`src/rtl/btn_debounce.sv`:
```
// btn_debounce: 2-flop synchronizer + stability counter for one raw button.
//   clk_i   - clock
//   rst_i   - synchronous active-high reset
//   btn_i   - raw asynchronous button (1 = pressed)
//   level_o - debounced level
//   rise_o  - one-cycle pulse on a debounced 0->1 transition
module btn_debounce #(
  parameter int DEBOUNCE_CYCLES = 50000
) (
  input  logic clk_i,
  input  logic rst_i,
  input  logic btn_i,
  output logic level_o,
  output logic rise_o
);

  localparam int CW = (DEBOUNCE_CYCLES < 2) ? 1 : $clog2(DEBOUNCE_CYCLES + 1);
  localparam logic [CW-1:0] CNT_LAST = CW'(DEBOUNCE_CYCLES - 1);

  logic [1:0]    sync_q;
  logic [CW-1:0] cnt_q, cnt_d;
  logic          level_q, level_d;
  logic          prev_q;

  // cnt_q counts consecutive cycles the synchronized input has disagreed
  // with the accepted level; any agreement restarts the count.
  always_comb begin
    cnt_d   = '0;
    level_d = level_q;
    if (sync_q[1] != level_q) begin
      if (cnt_q == CNT_LAST) level_d = sync_q[1];
      else                   cnt_d   = cnt_q + 1'b1;
    end
  end

  always_ff @(posedge clk_i) begin
    if (rst_i) begin
      sync_q  <= '0;
      cnt_q   <= '0;
      level_q <= 1'b0;
      prev_q  <= 1'b0;
    end else begin
      sync_q  <= {sync_q[0], btn_i};
      cnt_q   <= cnt_d;
      level_q <= level_d;
      prev_q  <= level_q;
    end
  end

  assign level_o = level_q;
  assign rise_o  = level_q & ~prev_q;

endmodule

```
`config.mk`:
```
export PLATFORM = sky130hd
export DESIGN_NAME = btn_debounce
export DESIGN_NICKNAME = d
export VERILOG_FILES = /design/src/rtl/btn_debounce.sv
export SDC_FILE = /design/constraint.sdc
export NUM_CORES = 1
export LEC_CHECK = 0
export BUFFER_PORTS_ARGS = -buffer_cell sky130_fd_sc_hd__buf_2
export CORE_ASPECT_RATIO = 1.2
export CORE_MARGIN = 1
export CORE_UTILIZATION = 32
export DETAILED_ROUTE_END_ITERATION = 6
export PLACE_DENSITY = 0.58
export SKIP_LAST_GASP = 1
export SLEW_MARGIN = 10
export SYNTH_ARGS = -nofsm -noshare
export SYNTH_HDL_FRONTEND = slang
export SYNTH_SLANG_ARGS = --single-unit
```
`constraint.sdc`:
```
create_clock -name clk_i -period 1.6 [get_ports clk_i]
set_clock_uncertainty 0.1 [all_clocks]
set_input_delay 0.32 -clock clk_i [delete_from_list [all_inputs] [get_ports clk_i]]
set_output_delay 0.32 -clock clk_i [all_outputs]
set_load 0.02 [all_outputs]
```
==> results.yml <==
cells_and_area:
  fin_util: 0.459
  area_growth_pct: 30.7
  finalInstanceArea_sq_um: 1090
  fin_nets: 113
  stdcell_count: 139
  drive_above_1_share: 0.324
  antenna_cells: 0
power:
  leakage_nw: 0.360
  pwr_density_cell_nw_per_um2: 737
  power.total_mw: 0.804
  max-vdd-ir-drop_uv: 657
routing:
  drcViolationCount: 0
  drt_wl_total_microns: 1460
  num_vias: 648
  ant_nets: 0
  wire_per_inst_microns: 10.5
  dr.pass1.iters: 4
  avgViaCountPerCell: 4.66
  drt_iter0_drc: 11
cts:
  cts_buffer_depth: 2
  clk_pin_slew_ps: 110
  cts_tree: "yes"
  clock-sinks: 20
  htree_levels: 1
  clock_latency_ps: 300
  cts_root_buf: "clkbuf_4"
  cts_buffers: 3
  hold_buffers: 0
sta:
  relSlewSlack: 0.771
  rsz0062_at_grt: "yes"
  worst_slew_pin_slew_ps: 340
  fin_crit_ps: 1500
  max_freq_ghz: 0.669
  drv_slew: 0
  tns_ps: 0
  period_share: 0.935
  fin_ws_ps: 104
  setup_violations: 0
  whs_ps: 128
  final_hold_viol_count: 0
worst_setup_path:
  cp_max_fo: 3
  critPathBufInv: 0
  crit_family: "simple AND/OR/NAND/NOR gates"
  criticalPathCategory: "flip-flop to flip-flop"
  cp-end-kind: "flip-flop"
  cp-start-kind: "flip-flop"
  arrival_ps: 1640
  worst_path_max_delay_cell: "or4_1"
  slowest_delay_ps: 400
  worstPathRequired_ps: 1740
  path_cells: "nand2_2 -> or3_1 -> or4_1 -> a21oi_1"
min_path:
  hp-class: "input port to flip-flop"
synth:
  yosysUniqueCellTypes: 25
  synth_area_sq_um: 835
  ys_ff_latch: 20
  yosys.area.top_type: "dfxtp_1"
  netlist.area_leader.share: 0.480
  yosys_warnings: 0
  synth_ff_type: "dfxtp_1"
  synthCells: 90
  synth_enable_flop_cells: 0
  seq_area_frac_synth: 0.480
  post_synth.cell_area_avg_sq_um: 9.27
  synth_area_leaders: "dfxtp_1 48%, xnor2_1 10%, nor2_1 8.1%"
  syn_nets: 94
  synthArstFlopShare: 0
floorplan:
  ios: 5
  die_w_microns: 48.6
  core_area_sq_um: 2380
  rows: 19
  die-area_sq_um: 2820
  dieHeight_microns: 57.9
  start_util: 0.351
grt:
  antenna_found_initial: 0
  grt_start_max_net_pins: 16
  grt_pass1_wl_microns: 2580
  grt_pass1_vias: 605
  track_usage: 0.119
  gr-total-overflow: 0
placement:
  dpl_cell_area_sq_um: 983
  dp_hpwl_microns: 1070
  gp_congestion: 0.792
  post-place-cells: 134
  post-place-ws_ps: 31.5
  io_buffers: 4
status:
  outcome: "finished, final reports clean"
flow_run:
  drv_cap: 0
path summary, 6_finish.rpt:
path	slack, ps	from	end	depth (start not counted)
setup / recovery	100	cnt_q[8]	cnt_q[15]	4
hold reg to reg	360	sync_q[0]	sync_q[1]	1
hold / removal	130	btn_i	sync_q[0]	2
setup reg to reg	100	cnt_q[8]	cnt_q[15]	4
cell type report:
cell class                 instances  area (sq um)
tap                               31          38.8
multi-input combinational         68           483
inverter                           1          3.75
clock buffer                       4          36.3
timing repair buffer              15           115
fill                             239          1290
sequential                        20           414
repair_timing:
item | CTS | global route
gates resized for setup | 0 | 17
buffers inserted | 0 | 1
endpoints found under the setup margin | 0 | 16
sequential cells by signal, summed over array words and instances (netlist names):
signal,cells
level_o,1
prev_q,1
sync_q,2
cnt_q,16
cells in the final DEF (no fill, tap or decap), types with 2 or more instances in the layout:
master,n
buf_2,4
buf_4,10
nor4_1,2
xnor2_1,10
dfxtp_1,11
nand2_2,2
nand3_1,3
nand2_1,4
dfxtp_2,8
nor2b_1,4
nor3_1,4
nor2_1,18
clkbuf_4,3
xor2_1,4
nand4_1,3
logic make-up after synthesis:
family	Yosys count	share of synthesized area
xor+xnor	14	0.147
buf+inv	2	0.0105
simple gates	50	0.321
mux	1	0.0120
flops	20	0.480
fa+ha+maj	1	0.0150
compound gates	2	0.0150
synth_stat cells, types with 2 or more instances:
cell type / count
dfxtp_1: 20
nand3_1: 4
nor2_1: 18
nor3_1: 4
nor4bb_1: 2
nor2b_1: 4
xor2_1: 4
nand4_1: 3
nand2_1: 5
nor4_1: 2
xnor2_1: 10
report_power, final:
| part | internal, mW | leakage [nW] | switching (mW) |
|---|---|---|---|
| Clock | 0.139 | 0.0210 | 0.149 |
| Sequential | 0.499 | 0.166 | 0.00157 |
| Combinational | 0.00791 | 0.173 | 0.00729 |
| Total | 0.646 | 0.360 | 0.158 |
worst register-to-register path: cells and delay by family (launching register included):
family | cells | cell delay [ps]
DFF | 1 | 370
AOI/OAI and AO/OA | 1 | 130
and+or+nand+nor | 3 | 850
layer usage:
layer | vias up | part of all wire | track usage
li1 | 346 | - | -
met1 | 292 | 0.48 | 0.144
met2 | 8 | 0.48 | 0.194
met3 | 2 | 0.037 | 0.0472
met4 | 0 | 0.0062 | 0.0378
met5 | - | 0 | 0
Power figures use the tool's default switching activity.
